==> config.mk <==
export PLATFORM = sky130hd
export DESIGN_NAME = mcp_controller
export DESIGN_NICKNAME = d
export VERILOG_FILES = /design/src/rtl/mcp_pkg.sv /design/src/rtl/mcp_decoder.sv /design/src/rtl/mcp_controller.sv
export SDC_FILE = /design/constraint.sdc
export NUM_CORES = 1
export LEC_CHECK = 0
export BUFFER_PORTS_ARGS = -buffer_cell sky130_fd_sc_hd__buf_4
export CORE_ASPECT_RATIO = 1.75
export CORE_MARGIN = 2
export CORE_UTILIZATION = 45
export DETAILED_ROUTE_END_ITERATION = 16
export PLACE_DENSITY = 0.83
export SYNTH_ARGS = -nofsm -noshare
export SYNTH_HDL_FRONTEND = slang
export SYNTH_SLANG_ARGS = --single-unit
==> constraint.sdc <==
create_clock -name clk_i -period 5 [get_ports clk_i]
set_input_delay 1.25 -clock clk_i [delete_from_list [all_inputs] [get_ports clk_i]]
set_output_delay 1.25 -clock clk_i [all_outputs]
set_load 0.03 [all_outputs]
==> src/rtl/mcp_pkg.sv <==
// Shared types and encodings for the multi-cycle RV32I control unit.
package mcp_pkg;

  typedef enum logic [2:0] {
    ST_FETCH, ST_DECODE, ST_EXECUTE, ST_MEM, ST_WB, ST_TRAP
  } state_t;

  typedef enum logic [2:0] {
    CL_ALU, CL_LOAD, CL_STORE, CL_BRANCH, CL_JUMP
  } iclass_t;

  localparam logic [6:0] OP_LUI    = 7'b0110111;
  localparam logic [6:0] OP_AUIPC  = 7'b0010111;
  localparam logic [6:0] OP_JAL    = 7'b1101111;
  localparam logic [6:0] OP_JALR   = 7'b1100111;
  localparam logic [6:0] OP_BRANCH = 7'b1100011;
  localparam logic [6:0] OP_LOAD   = 7'b0000011;
  localparam logic [6:0] OP_STORE  = 7'b0100011;
  localparam logic [6:0] OP_IMM    = 7'b0010011;
  localparam logic [6:0] OP_REG    = 7'b0110011;

  localparam logic [3:0] ALU_ADD   = 4'b0000;
  localparam logic [3:0] ALU_SUB   = 4'b0001;
  localparam logic [3:0] ALU_XOR   = 4'b0100;
  localparam logic [3:0] ALU_SLL   = 4'b0101;
  localparam logic [3:0] ALU_SRL   = 4'b0110;
  localparam logic [3:0] ALU_SRA   = 4'b0111;
  localparam logic [3:0] ALU_SLT   = 4'b1000;
  localparam logic [3:0] ALU_SLTU  = 4'b1001;
  localparam logic [3:0] ALU_OR    = 4'b1010;
  localparam logic [3:0] ALU_AND   = 4'b1011;
  localparam logic [3:0] ALU_PASSB = 4'b1100;

  localparam logic [2:0] IMM_I = 3'b000;
  localparam logic [2:0] IMM_S = 3'b001;
  localparam logic [2:0] IMM_B = 3'b010;
  localparam logic [2:0] IMM_J = 3'b011;
  localparam logic [2:0] IMM_U = 3'b100;

  localparam logic [1:0] WB_MEM = 2'b00;
  localparam logic [1:0] WB_ALU = 2'b01;
  localparam logic [1:0] WB_PC4 = 2'b10;

  typedef struct packed {
    logic [2:0] imm_sel;
    logic       a_sel;
    logic       b_sel;
    logic [3:0] alu_op;
    logic [1:0] wb_sel;
    iclass_t    cls;
    logic       illegal;
  } dec_t;

  // funct7[5] picks SUB only for register ops; it picks SRA for both forms.
  function automatic logic [3:0] alu_from_f3(input logic [2:0] f3, input logic alt,
                                             input logic is_reg);
    logic [3:0] op;
    op = ALU_ADD;
    case (f3)
      3'b000:  op = (alt && is_reg) ? ALU_SUB : ALU_ADD;
      3'b001:  op = ALU_SLL;
      3'b010:  op = ALU_SLT;
      3'b011:  op = ALU_SLTU;
      3'b100:  op = ALU_XOR;
      3'b101:  op = alt ? ALU_SRA : ALU_SRL;
      3'b110:  op = ALU_OR;
      default: op = ALU_AND;
    endcase
    return op;
  endfunction

endpackage

==> src/rtl/mcp_decoder.sv <==
// Combinational instruction decoder: IR contents to control fields and class.
module mcp_decoder
  import mcp_pkg::*;
(
  input  logic [31:0] instr_i,
  output dec_t        dec_o
);

  logic [6:0] w_opcode;
  logic [2:0] w_f3;
  logic       w_alt;
  logic       w_unused;

  assign w_opcode = instr_i[6:0];
  assign w_f3     = instr_i[14:12];
  assign w_alt    = instr_i[30];
  assign w_unused = ^{instr_i[31], instr_i[29:15], instr_i[11:7]};

  always_comb begin
    dec_o.imm_sel = IMM_I;
    dec_o.a_sel   = 1'b0;
    dec_o.b_sel   = 1'b0;
    dec_o.alu_op  = ALU_ADD;
    dec_o.wb_sel  = WB_ALU;
    dec_o.cls     = CL_ALU;
    dec_o.illegal = 1'b0;
    case (w_opcode)
      OP_REG: dec_o.alu_op = alu_from_f3(w_f3, w_alt, 1'b1);
      OP_IMM: begin
        dec_o.b_sel  = 1'b1;
        dec_o.alu_op = alu_from_f3(w_f3, w_alt, 1'b0);
      end
      OP_LUI: begin
        dec_o.imm_sel = IMM_U;
        dec_o.b_sel   = 1'b1;
        dec_o.alu_op  = ALU_PASSB;
      end
      OP_AUIPC: begin
        dec_o.imm_sel = IMM_U;
        dec_o.a_sel   = 1'b1;
        dec_o.b_sel   = 1'b1;
      end
      OP_JAL: begin
        dec_o.imm_sel = IMM_J;
        dec_o.a_sel   = 1'b1;
        dec_o.b_sel   = 1'b1;
        dec_o.wb_sel  = WB_PC4;
        dec_o.cls     = CL_JUMP;
      end
      OP_JALR: begin
        dec_o.b_sel  = 1'b1;
        dec_o.wb_sel = WB_PC4;
        dec_o.cls    = CL_JUMP;
      end
      OP_BRANCH: begin
        dec_o.imm_sel = IMM_B;
        dec_o.a_sel   = 1'b1;
        dec_o.b_sel   = 1'b1;
        dec_o.cls     = CL_BRANCH;
        dec_o.illegal = (w_f3 == 3'b010) || (w_f3 == 3'b011);
      end
      OP_LOAD: begin
        dec_o.b_sel  = 1'b1;
        dec_o.wb_sel = WB_MEM;
        dec_o.cls    = CL_LOAD;
      end
      OP_STORE: begin
        dec_o.imm_sel = IMM_S;
        dec_o.b_sel   = 1'b1;
        dec_o.cls     = CL_STORE;
      end
      default: dec_o.illegal = 1'b1;
    endcase
  end

endmodule

==> src/rtl/mcp_controller.sv <==
// Multi-cycle RV32I control FSM with memory handshake, trap and perf counters.
module mcp_controller
  import mcp_pkg::*;
#(
  parameter int unsigned X_LEN = 32,
  parameter int unsigned CNT_W = 32
) (
  input  logic             clk_i,
  input  logic             rst_i,
  input  logic [X_LEN-1:0] instr_i,
  input  logic [X_LEN-1:0] rs1_data_i,
  input  logic [X_LEN-1:0] rs2_data_i,
  input  logic             mem_ready_i,
  output logic             mem_req_o,
  output logic             mem_we_o,
  output logic             ADDR_SEL_o,
  output logic             IR_WE_o,
  output logic             PC_WE_o,
  output logic             PC_SEL_o,
  output logic [2:0]       IMM_SEL_o,
  output logic             REG_WRITE_o,
  output logic             A_SEL_o,
  output logic             B_SEL_o,
  output logic [3:0]       ALU_OP_o,
  output logic [1:0]       WB_SEL_o,
  output logic             illegal_o,
  output logic [CNT_W-1:0] cycle_o,
  output logic [CNT_W-1:0] instret_o
);

  state_t           r_state;
  logic             r_illegal;
  logic [CNT_W-1:0] r_cycle;
  logic [CNT_W-1:0] r_instret;
  dec_t             w_dec;
  logic             w_taken;
  logic             w_store;

  mcp_decoder u_decoder (
    .instr_i (instr_i[31:0]),
    .dec_o   (w_dec)
  );

  assign w_store = (w_dec.cls == CL_STORE);

  // Branch condition from funct3; 010/011 never reach EXECUTE.
  always_comb begin
    w_taken = 1'b0;
    case (instr_i[14:12])
      3'b000:  w_taken = (rs1_data_i == rs2_data_i);
      3'b001:  w_taken = (rs1_data_i != rs2_data_i);
      3'b100:  w_taken = ($signed(rs1_data_i) <  $signed(rs2_data_i));
      3'b101:  w_taken = ($signed(rs1_data_i) >= $signed(rs2_data_i));
      3'b110:  w_taken = (rs1_data_i <  rs2_data_i);
      3'b111:  w_taken = (rs1_data_i >= rs2_data_i);
      default: w_taken = 1'b0;
    endcase
  end

  always_ff @(posedge clk_i or posedge rst_i) begin
    if (rst_i) begin
      r_state   <= ST_FETCH;
      r_illegal <= 1'b0;
      r_cycle   <= '0;
      r_instret <= '0;
    end else begin
      r_cycle <= r_cycle + CNT_W'(1);
      if (PC_WE_o) r_instret <= r_instret + CNT_W'(1);
      case (r_state)
        ST_FETCH:  if (mem_ready_i) r_state <= ST_DECODE;
        ST_DECODE: begin
          if (w_dec.illegal) begin
            r_state   <= ST_TRAP;
            r_illegal <= 1'b1;
          end else begin
            r_state <= ST_EXECUTE;
          end
        end
        ST_EXECUTE: begin
          case (w_dec.cls)
            CL_BRANCH:         r_state <= ST_FETCH;
            CL_LOAD, CL_STORE: r_state <= ST_MEM;
            default:           r_state <= ST_WB;
          endcase
        end
        ST_MEM:  if (mem_ready_i) r_state <= w_store ? ST_FETCH : ST_WB;
        ST_WB:   r_state <= ST_FETCH;
        ST_TRAP: r_state <= ST_TRAP;
        default: r_state <= ST_FETCH;
      endcase
    end
  end

  // Strobes decode from state; everything is forced low while reset is held.
  always_comb begin
    mem_req_o   = 1'b0;
    mem_we_o    = 1'b0;
    ADDR_SEL_o  = 1'b0;
    IR_WE_o     = 1'b0;
    PC_WE_o     = 1'b0;
    PC_SEL_o    = 1'b0;
    REG_WRITE_o = 1'b0;
    IMM_SEL_o   = IMM_I;
    A_SEL_o     = 1'b0;
    B_SEL_o     = 1'b0;
    ALU_OP_o    = ALU_ADD;
    WB_SEL_o    = WB_MEM;
    if (!rst_i && (r_state inside {ST_DECODE, ST_EXECUTE, ST_MEM, ST_WB})) begin
      IMM_SEL_o = w_dec.imm_sel;
      A_SEL_o   = w_dec.a_sel;
      B_SEL_o   = w_dec.b_sel;
      ALU_OP_o  = w_dec.alu_op;
      WB_SEL_o  = w_dec.wb_sel;
    end
    if (!rst_i) begin
      case (r_state)
        ST_FETCH: begin
          mem_req_o = 1'b1;
          IR_WE_o   = mem_ready_i;
        end
        ST_EXECUTE: begin
          if (w_dec.cls == CL_BRANCH) begin
            PC_WE_o  = 1'b1;
            PC_SEL_o = w_taken;
          end
        end
        ST_MEM: begin
          mem_req_o  = 1'b1;
          ADDR_SEL_o = 1'b1;
          mem_we_o   = w_store;
          PC_WE_o    = w_store && mem_ready_i;
        end
        ST_WB: begin
          REG_WRITE_o = 1'b1;
          PC_WE_o     = 1'b1;
          PC_SEL_o    = (w_dec.cls == CL_JUMP);
        end
        default: ;
      endcase
    end
  end

  assign illegal_o = r_illegal;
  assign cycle_o   = r_cycle;
  assign instret_o = r_instret;

endmodule

==> results of run 1 <==
## final timing paths
kind / startpoint / endpoint
max in group asynchronous: rst_i / cycle_o[5]$_DFF_PP0_
setup reg to reg: r_state[0]$_DFFE_PP0P_ / instret_o[26]$_DFFE_PP0P_
hold reg to reg: cycle_o[31]$_DFF_PP0_ / cycle_o[31]$_DFF_PP0_
setup / recovery: rs1_data_i[13] / PC_SEL_o
hold / removal: cycle_o[31]$_DFF_PP0_ / cycle_o[31]$_DFF_PP0_
min in group asynchronous: rst_i / r_state[0]$_DFFE_PP0P_
## area by class of cell
type	instances	area (sq um)	area share (%)
flip-flops and latches	68	1700	29.1
clock buffers	13	270	4.62
well taps	120	150	2.57
inverters	44	169	2.89
repair buffers	162	1220	20.8
multi-input cells	328	2270	38.8
clock inverters	3	67.6	1.16
## power by group
group | switching, mW | internal, mW | leakage, nW
sequential | 0.0330 | 0.578 | 0.917
clock | 0.226 | 0.478 | 0.162
combinational | 0.218 | 0.157 | 1.98
total | 0.477 | 1.21 | 3.06
## synth_stat cells (3+ instances only)
master	instances
sky130_fd_sc_hd__and4_1	6
sky130_fd_sc_hd__nand4_1	17
sky130_fd_sc_hd__dfrtp_1	68
sky130_fd_sc_hd__nand3_1	26
sky130_fd_sc_hd__xnor2_1	45
sky130_fd_sc_hd__ha_1	34
sky130_fd_sc_hd__a21o_1	5
sky130_fd_sc_hd__clkbuf_1	6
sky130_fd_sc_hd__xor2_1	17
sky130_fd_sc_hd__and2_1	6
sky130_fd_sc_hd__inv_1	44
sky130_fd_sc_hd__nand2_1	47
sky130_fd_sc_hd__nor4_1	3
sky130_fd_sc_hd__nor3_1	9
sky130_fd_sc_hd__o21ai_0	11
sky130_fd_sc_hd__nor2_1	32
sky130_fd_sc_hd__a21oi_1	19
sky130_fd_sc_hd__and3_1	12
## worst max-delay path, delay by kind of cell
kind	cells	cell delay [ns]
compound gates	5	1.11
fa+ha+maj	1	0.30
buf+inv	2	0.27
simple gates	3	0.68
## flip-flops by register name, summed over array words and instances (netlist names)
name,flops
cycle_o,32
instret_o,32
r_state,3
illegal_o,1
## what timing repair did
| action | 4_1_cts | 5_1_grt |
|---|---|---|
| setup buffers | 0 | 0 |
| hold buffers | 0 | 0 |
| gates resized for setup | 0 | 3 |
| endpoints found under the setup margin | 0 | 1 |
## kinds of logic (layout without fill, tap and decap cells)
group,after synthesis,in the layout,share of synthesized area [%]
flops,68,68,41.0
buf+inv,51,222,4.65
mux,3,3,0.754
simple gates,173,173,21.5
xor+xnor,62,62,13.1
compound gates,55,55,8.45
fa+ha+maj,35,35,10.5
## through the flow
stage,instance area (sq um),setup WS (ns)
finish,5850,0.154
global route,5850,0.0202
CTS,5830,0.0164
detailed placement,5490,0.0163
global placement,5490,0.130
floorplan,4150,0.304
## routing by layer
layer / wire [microns] / track usage, % / vias to the layer above
li1: - / - / 1868
met1: 4250 / 22.9 / 1874
met2: 6150 / 44.4 / 164
met3: 766 / 5.22 / 14
met4: 203 / 7.91 / 0
met5: 0 / 0 / -
==> qor_table.md, run 1 <==
| Item | Reported | Unit |
|:---|:---|:---|
| Distinct cell type count of the synthesized netlist | 50 | - |
| Final Max Slew Viols | 0 | - |
| Final standard cell utilization of the core | 64.7 | % |
| DIE WIDTH | 76.6 | microns |
| Most common cell after layout, fill and taps aside | sky130_fd_sc_hd__buf_4 | - |
| Worst hold-check slack | 0.470 | ns |
| Synthesized instance count | 447 | - |
| Synth Net Count | 580 | - |
| Post-Route WL | 11400 | microns |
| Share of final-layout standard cells stronger than drive strength 1 | 30.6 | % |
| Number of setup violations in the final report | 0 | - |
| Cell area after synthesis | 0.00415 | sq mm |
| Core Box Area | 0.00904 | sq mm |
| Total routing usage reported by global routing | 22.5 | % |
| Required time of the worst setup path | 3.75 | ns |
| CTS tree | built | - |
| H-tree levels | 3 | - |
| Setup repair after global routing missed its margin | false | - |
| Non-filler cells in the finished layout | 738 | - |
| Syn avg cell area | 9.28 | sq um |
| Number of rows created at floorplan | 46 | - |
| Element type at the critical path end | output pin | - |
| Power Density | 289 | mW/mm^2 |
| Startpoint type of the worst setup path | primary input | - |
| Delay of the slowest critical-path stage | 0.55 | ns |
| Worst endpoint data arrival time | 3.60 | ns |
| # IOs | 182 | - |
| Highest clock frequency the design can meet | 206 | MHz |
| Most used cells in the layout excluding fill and tap cells | sky130_fd_sc_hd__buf_4 (162), sky130_fd_sc_hd__dfrtp_1 (68), sky130_fd_sc_hd__nand2_1 (47) | - |
| Clock insertion delay at the later pin of the skew report | 0.32 | ns |
| First-pass GRT wire length | 18100 | microns |
| Result of the run | finished clean | - |
| Routability-driven placement congestion ratio | 0.998 | - |
| FF-to-FF path depth | 8 | - |
| Number of diodes added for antenna fixing | 0 | - |
| Biggest area contributors in the synthesized netlist | sky130_fd_sc_hd__dfrtp_1 (41%), sky130_fd_sc_hd__ha_1 (10%), sky130_fd_sc_hd__xnor2_1 (9.5%) | - |
| Residual antenna-violating net count after detailed routing | 0 | - |
| Register-to-register setup slack | 2.56 | ns |
| Cell with the biggest individual delay on the critical path | sky130_fd_sc_hd__or4_1 | - |
| Number of antenna violations at the first check in global routing | 0 | - |
| Starting density of the core | 45.9 | % |
| Transition at the pin with the smallest max-transition slack | 0.865 | ns |
| DRC errors left | 0 | - |
| Via/cell ratio | 5.31 | - |
| Headroom to the max-slew limit | 42.4 | % |
| Clock-pin slew reported for the worst setup and hold paths after clock tree synthesis | 0.05 | ns |
| Total congestion overflow | 0 | - |
| Static power due to leakage | 3.06 | nW |
| Portion of the post-synthesis area used by sequential elements | 41.0 | % |
| Number of fill cells in the layout | 723 | - |
| Leading area contributor after synthesis | sky130_fd_sc_hd__dfrtp_1 | - |
| Clock Tree Root | sky130_fd_sc_hd__clkbuf_16 | - |
| Nets@finish | 746 | - |
| Post-synthesis async set-or-reset flop share | 100 | % |
| Fraction of post-synthesis cell area in the top cell type by area | 41.0 | % |
| Hold Path Depth | 1 | - |
| Number of design-rule violations left by the first detailed-router iteration | 165 | - |
| Total CTS buffers | 9 | - |
| Most numerous cell on the critical path | sky130_fd_sc_hd__buf_4 | - |
| Detail-routed net length per standard cell | 15.4 | microns |
| Worst voltage drop across the vdd grid | 0.446 | mV |
| Number of synthesized flops with an enable pin | 0 | - |
| Time the worst path needs with I/O delays and setup | 4.85 | ns |
| Ys Warns | 0 | - |
| Cell-by-cell listing of the critical path | buf_4 -> ha_1 -> a21oi_1 -> nor2_1 -> a211o_1 -> or4_1 -> a21oi_4 -> nor4_1 -> o41ai_1 -> a22o_1 -> buf_4 | - |
| Number of flip-flops and latches in the synthesized netlist | 68 | - |
| Kind of critical path | primary input to output pin | - |
| PnR Total Power | 1.69 | mW |
| Number of clock sinks | 68 | - |
| Number of iterations in the first detailed-routing pass | 4 | - |
| Tcrit/Tclk final | 96.9 | % |
| Clk buf depth | 2 | - |
| Top_reg_cell synth | sky130_fd_sc_hd__dfrtp_1 | - |
| Placed Instances | 722 | - |
| PortBufs | 160 | - |
| Min-Delay Path Class | register to register | - |
| Die extent in y | 131 | microns |
| Vias in the first global route | 3910 | - |
| Area delta synth->final | 40.9 | % |
| Floorplan die area | 0.0100 | sq mm |
| Final TNS setup | 0 | ns |
| Setup Skew | 0.00632 | ns |
| Max-cap violations | 0 | - |
| Total half-perimeter wirelength after legalization and detailed placement | 8900 | microns |
| Vias | 3920 | - |
| Largest net degree at the start of global routing | 69 | - |
| Critical path fanouts, max | 5 | - |
| Final hold violation count | 0 | - |
(Power assumes the default switching activity.)
==> run 2, diff against run 1 <==
Settings changed: CORE_ASPECT_RATIO 1.75 to not set.
==> qor_table.md, run 2 (same netlist as run 1, synthesis figures left out) <==
| Item | Reported | Unit |
|:---|:---|:---|
| Clock insertion delay at the later pin of the skew report | 0.33 | ns |
| Time the worst path needs with I/O delays and setup | 4.86 | ns |
| Total CTS buffers | 9 | - |
| Clk buf depth | 2 | - |
| Number of setup violations in the final report | 0 | - |
| Vias | 3842 | - |
| PortBufs | 160 | - |
| Result of the run | finished clean | - |
| # IOs | 182 | - |
| R2r startpoint | r_state[0]$_DFFE_PP0P_ | - |
| Kind of critical path | primary input to output pin | - |
| Buffering stage count on the worst path with inverters included | 3 | - |
| Nets@finish | 746 | - |
| DRC errors left | 0 | - |
| Total congestion overflow | 0 | - |
| Share of final-layout standard cells stronger than drive strength 1 | 30.6 | % |
| Post-Route WL | 10500 | microns |
| Transition at the pin with the smallest max-transition slack | 0.830 | ns |
| Final Max Slew Viols | 0 | - |
| First-pass GRT wire length | 17400 | microns |
| H-tree levels | 3 | - |
| Total half-perimeter wirelength after legalization and detailed placement | 8290 | microns |
| Most numerous cell on the critical path | sky130_fd_sc_hd__buf_4 | - |
| Most common cell after layout, fill and taps aside | sky130_fd_sc_hd__buf_4 | - |
| Number of design-rule violations left by the first detailed-router iteration | 233 | - |
| Placement-stage worst setup slack | 0.0625 | ns |
| Headroom to the max-slew limit | 44.7 | % |
| Area delta synth->final | 37.0 | % |
| FF+latch area | 0.00170 | sq mm |
| Residual antenna-violating net count after detailed routing | 0 | - |
| Routability-driven placement congestion ratio | 0.849 | - |
| Layer with the highest usage after global routing | met2 | - |
| GR met3 Demand/Resource | 5.71 | % |
| Number of rows created at floorplan | 35 | - |
| Final setup slack of the worst path | 0.135 | ns |
| PnR Total Power | 1.43 | mW |
| Register-to-register setup slack | 2.59 | ns |
| CTS tree | built | - |
| Number of clock sinks | 68 | - |
| Cell with the biggest individual delay on the critical path | sky130_fd_sc_hd__or4_1 | - |
| Final standard cell utilization of the core | 62.4 | % |
| Static power due to leakage | 2.98 | nW |
| Non-filler cells in the finished layout | 728 | - |
| Worst hold-check slack | 0.471 | ns |
| Number of antenna violations at the first check in global routing | 0 | - |
| Die extent in y | 100 | microns |
| Most used cells in the layout excluding fill and tap cells | sky130_fd_sc_hd__buf_4 (162), sky130_fd_sc_hd__dfrtp_1 (68), sky130_fd_sc_hd__nand2_1 (47) | - |
| DIE WIDTH | 100 | microns |
| Element type at the critical path end | output pin | - |
| Via/cell ratio | 5.28 | - |
| Total of hold buffers inserted after clock tree synthesis | 0 | - |
| Met2 layer usage reported by global route | 37.8 | % |
| Number of fill cells in the layout | 736 | - |
| Number of iterations in the first detailed-routing pass | 4 | - |
| Max-cap violations | 0 | - |
| Required time of the worst setup path | 3.75 | ns |
| Delay of the slowest critical-path stage | 0.51 | ns |
| Power Density | 251 | mW/mm^2 |
| Largest net degree at the start of global routing | 69 | - |
| Startpoint type of the worst setup path | primary input | - |
| Total routing usage reported by global routing | 21.3 | % |
| Cell-by-cell listing of the critical path | buf_4 -> ha_1 -> a21oi_2 -> nor2_1 -> a211o_1 -> or4_1 -> a21oi_2 -> buf_4 -> nor4_1 -> o41ai_1 -> a22o_1 -> buf_4 | - |
| Tcrit/Tclk final | 97.3 | % |
| Placed Instances | 713 | - |
| Highest clock frequency the design can meet | 206 | MHz |
| Min-Delay Path Class | register to register | - |
| Vias in the first global route | 3809 | - |
| Floorplan die area | 0.0100 | sq mm |
| Starting density of the core | 45.5 | % |
| FF-to-FF path depth | 8 | - |
| Clock-pin slew reported for the worst setup and hold paths after clock tree synthesis | 0.06 | ns |
| Area used by multi-input combinational logic | 0.00227 | sq mm |
| Critical register-to-register path endpoint | instret_o[26]$_DFFE_PP0P_ | - |
| Cell area reported after detailed placement | 0.00548 | sq mm |
| Logic depth of the worst setup path including buffers | 12 | - |
| Final cell area excluding filler cells | 0.00568 | sq mm |
| Detail-routed net length per standard cell | 14.4 | microns |
| Clock Tree Root | sky130_fd_sc_hd__clkbuf_8 | - |
| Final TNS setup | 0 | ns |
| Global Route met1 Usage | 25.2 | % |
| Worst endpoint data arrival time | 3.61 | ns |
| Worst voltage drop across the vdd grid | 0.146 | mV |
| Core Box Area | 0.00911 | sq mm |
| Largest delay contributor family on the critical path | compound AO/OA/AOI/OAI gates | - |
| Final hold violation count | 0 | - |
| Destination of the critical timing path | PC_SEL_o | - |
| Number of diodes added for antenna fixing | 0 | - |
| Setup Skew | 0.00819 | ns |
| Critical path fanouts, max | 6 | - |
| Launching instance or port of the critical path | rs1_data_i[13] | - |
[run 2: layout make-up]
class,instances,area share (%)
well taps,111,2.44
repair buffers,162,21.4
inverters,44,2.97
clock buffers,11,2.49
flip-flops and latches,68,29.9
clock inverters,4,0.881
multi-input cells,328,39.9
[run 2: timing repair]
| action | 4_1_cts | 5_1_grt |
|---|---|---|
| setup buffers | 0 | 0 |
| resized for setup | 0 | 3 |
| setup endpoints to repair | 0 | 1 |
| endpoints found under the hold margin | 0 | 0 |
[run 2: worst min path at each step]
stage                           start                endpoint  slack (ns)  cells after the start
3_3_place_gp    cycle_o[31]$_DFF_PP0_   cycle_o[31]$_DFF_PP0_        0.46                      1
5_1_grt         illegal_o$_DFFE_PP0P_   illegal_o$_DFFE_PP0P_        0.50                      1
2_1_floorplan  r_state[2]$_DFFE_PP0P_  r_state[0]$_DFFE_PP0P_        0.53                      1
3_5_place_dp    illegal_o$_DFFE_PP0P_   illegal_o$_DFFE_PP0P_        0.46                      1
6_report        illegal_o$_DFFE_PP0P_   illegal_o$_DFFE_PP0P_        0.47                      1
4_1_cts         illegal_o$_DFFE_PP0P_   illegal_o$_DFFE_PP0P_        0.48                      1
[run 2: where the power goes]
group | internal [mW] | leakage [nW] | switching, mW
clock network | 0.240 | 0.0914 | 0.198
logic | 0.157 | 1.98 | 0.221
registers | 0.577 | 0.917 | 0.0330
total | 0.974 | 2.98 | 0.452
[run 2: per-layer routing]
layer	vias to the layer above	share of wire, %
met4	0	1.9
met5	-	0
met3	16	6.8
li1	1861	-
met1	1831	40
met2	134	51
==> run 3, diff against run 2 <==
Settings changed: CTS_BUF_LIST set to sky130_fd_sc_hd__clkbuf_16.
==> qor_table.md, run 3 (same netlist as run 1, synthesis figures left out) <==
| Item | Reported | Unit |
|:---|:---|:---|
| DRC errors left | 0 | - |
| R2r startpoint | r_state[0]$_DFFE_PP0P_ | - |
| Clock insertion delay at the later pin of the skew report | 0.32 | ns |
| First-pass GRT wire length | 17500 | microns |
| Critical path fanouts, max | 6 | - |
| Number of diodes added for antenna fixing | 0 | - |
| PnR Total Power | 1.59 | mW |
| Number of fill cells in the layout | 730 | - |
| Hold path startpoint | illegal_o$_DFFE_PP0P_ | - |
| Required time of the worst setup path | 3.75 | ns |
| Vias in the first global route | 3811 | - |
| Number of antenna violations at the first check in global routing | 0 | - |
| Kind of critical path | primary input to output pin | - |
| H-tree levels | 3 | - |
| Tcrit/Tclk final | 97.5 | % |
| Final TNS setup | 0 | ns |
| Die extent in y | 100 | microns |
| Total routing usage reported by global routing | 21.4 | % |
| # IOs | 182 | - |
| Number of clock sinks | 68 | - |
| Element type at the critical path end | output pin | - |
| CTS tree | built | - |
| Vias | 3822 | - |
| Power Density | 275 | mW/mm^2 |
| Headroom to the max-slew limit | 43.1 | % |
| Final Max Slew Viols | 0 | - |
| FF+latch area | 0.00170 | sq mm |
| FF-to-FF path depth | 8 | - |
| Most used cells in the layout excluding fill and tap cells | sky130_fd_sc_hd__buf_4 (162), sky130_fd_sc_hd__dfrtp_1 (68), sky130_fd_sc_hd__nand2_1 (47) | - |
| Hold Path Depth | 1 | - |
| Static power due to leakage | 3.03 | nW |
| Transition at the pin with the smallest max-transition slack | 0.854 | ns |
| Number of design-rule violations left by the first detailed-router iteration | 201 | - |
| Total CTS buffers | 9 | - |
| Area used by multi-input combinational logic | 0.00227 | sq mm |
| Floorplan die area | 0.0100 | sq mm |
| Clk buf depth | 2 | - |
| Nets@finish | 746 | - |
| Total congestion overflow | 0 | - |
| Critical register-to-register path endpoint | instret_o[26]$_DFFE_PP0P_ | - |
| Startpoint type of the worst setup path | primary input | - |
| Result of the run | finished clean | - |
| Time the worst path needs with I/O delays and setup | 4.87 | ns |
| PortBufs | 160 | - |
| Max-cap violations | 0 | - |
| Highest clock frequency the design can meet | 205 | MHz |
| Starting density of the core | 45.5 | % |
| Register-to-register setup slack | 2.60 | ns |
| DIE WIDTH | 100 | microns |
| Total of hold buffers inserted after clock tree synthesis | 0 | - |
| Hold-critical path endpoint | illegal_o$_DFFE_PP0P_ | - |
| Largest net degree at the start of global routing | 69 | - |
| Detail-routed net length per standard cell | 14.7 | microns |
| Core Box Area | 0.00911 | sq mm |
| Via/cell ratio | 5.25 | - |
| Total half-perimeter wirelength after legalization and detailed placement | 8290 | microns |
| Setup Skew | 0.00638 | ns |
| Residual antenna-violating net count after detailed routing | 0 | - |
| Clock-pin slew reported for the worst setup and hold paths after clock tree synthesis | 0.05 | ns |
| Number of setup violations in the final report | 0 | - |
| Min-Delay Path Class | register to register | - |
| Area delta synth->final | 39.2 | % |
| Share of final-layout standard cells stronger than drive strength 1 | 30.5 | % |
| Post-Route WL | 10700 | microns |
| Number of rows created at floorplan | 35 | - |
| Worst voltage drop across the vdd grid | 0.174 | mV |
| Number of iterations in the first detailed-routing pass | 4 | - |
| Worst endpoint data arrival time | 3.62 | ns |
| Final hold violation count | 0 | - |
| Routability-driven placement congestion ratio | 0.849 | - |
| Most common cell after layout, fill and taps aside | sky130_fd_sc_hd__buf_4 | - |
| Clock Tree Root | sky130_fd_sc_hd__clkbuf_16 | - |
-- run 3: cell count changes in the layout (fill, tap and decap cells not counted), sizes merged --
cell / previous run / this run
inv: 43 / 44
clkinv: 1 / 2
clkbuf: 11 / 9
-- run 3: critical path: stages --
cell and delay (ns):
sky130_fd_sc_hd__buf_4 0.11, sky130_fd_sc_hd__ha_1 0.31, sky130_fd_sc_hd__a21oi_2 0.14, sky130_fd_sc_hd__nor2_1 0.05
sky130_fd_sc_hd__a211o_1 0.22, sky130_fd_sc_hd__or4_1 0.51, sky130_fd_sc_hd__a21oi_2 0.16, sky130_fd_sc_hd__buf_4 0.14
sky130_fd_sc_hd__nor4_1 0.05, sky130_fd_sc_hd__o41ai_1 0.35, sky130_fd_sc_hd__a22o_1 0.18, sky130_fd_sc_hd__buf_4 0.16
-- run 3: how the worst max path moves through the flow --
stage | cells after the start | start | end
2_1_floorplan | 10 | rs2_data_i[13] | PC_SEL_o
3_3_place_gp | 12 | rs1_data_i[13] | PC_SEL_o
3_5_place_dp | 12 | rs1_data_i[13] | PC_SEL_o
4_1_cts | 12 | rs1_data_i[13] | PC_SEL_o
5_1_grt | 13 | rs2_data_i[13] | PC_SEL_o
6_report | 12 | rs1_data_i[13] | PC_SEL_o
-- run 3: report_power, final --
part	switching, mW	leakage, nW	total [mW]	internal (mW)
logic	0.221	1.98	0.378	0.157
registers	0.0326	0.917	0.611	0.578
clock network	0.221	0.136	0.599	0.378
total	0.474	3.03	1.59	1.11
-- run 3: area by class of cell --
type | count | share of cell area, %
clock buffers | 9 | 3.90
clock inverters | 6 | 0.997
well taps | 111 | 2.41
repair buffers | 162 | 21.1
flip-flops and latches | 68 | 29.5
multi-input cells | 328 | 39.2
inverters | 44 | 2.93
-- run 3: stage by stage --
step           util, %  hold WS [ns]  instances  cell area, sq um  setup slack (ns)
6_report          63.4         0.468        728              5770             0.127
5_1_grt           63.4         0.497        728              5770          -0.00481
4_1_cts           63.3         0.476        728              5760            0.0517
3_5_place_dp      60.2         0.465        713              5480            0.0625
3_3_place_gp      60.2         0.462        713              5480             0.120
2_1_floorplan        -         0.534        447              4150             0.304
-- run 3: repair_timing --
action                                  4_1_cts  5_1_grt
gates resized for setup                       0        3
endpoints found under the setup margin        0        1
buffers inserted                              0        0
-- run 3: routing by layer --
layer	GRT usage, %	routed length, microns
met5	0	0
met4	4.74	158
met3	5.64	672
met2	39.0	5510
met1	25.3	4350
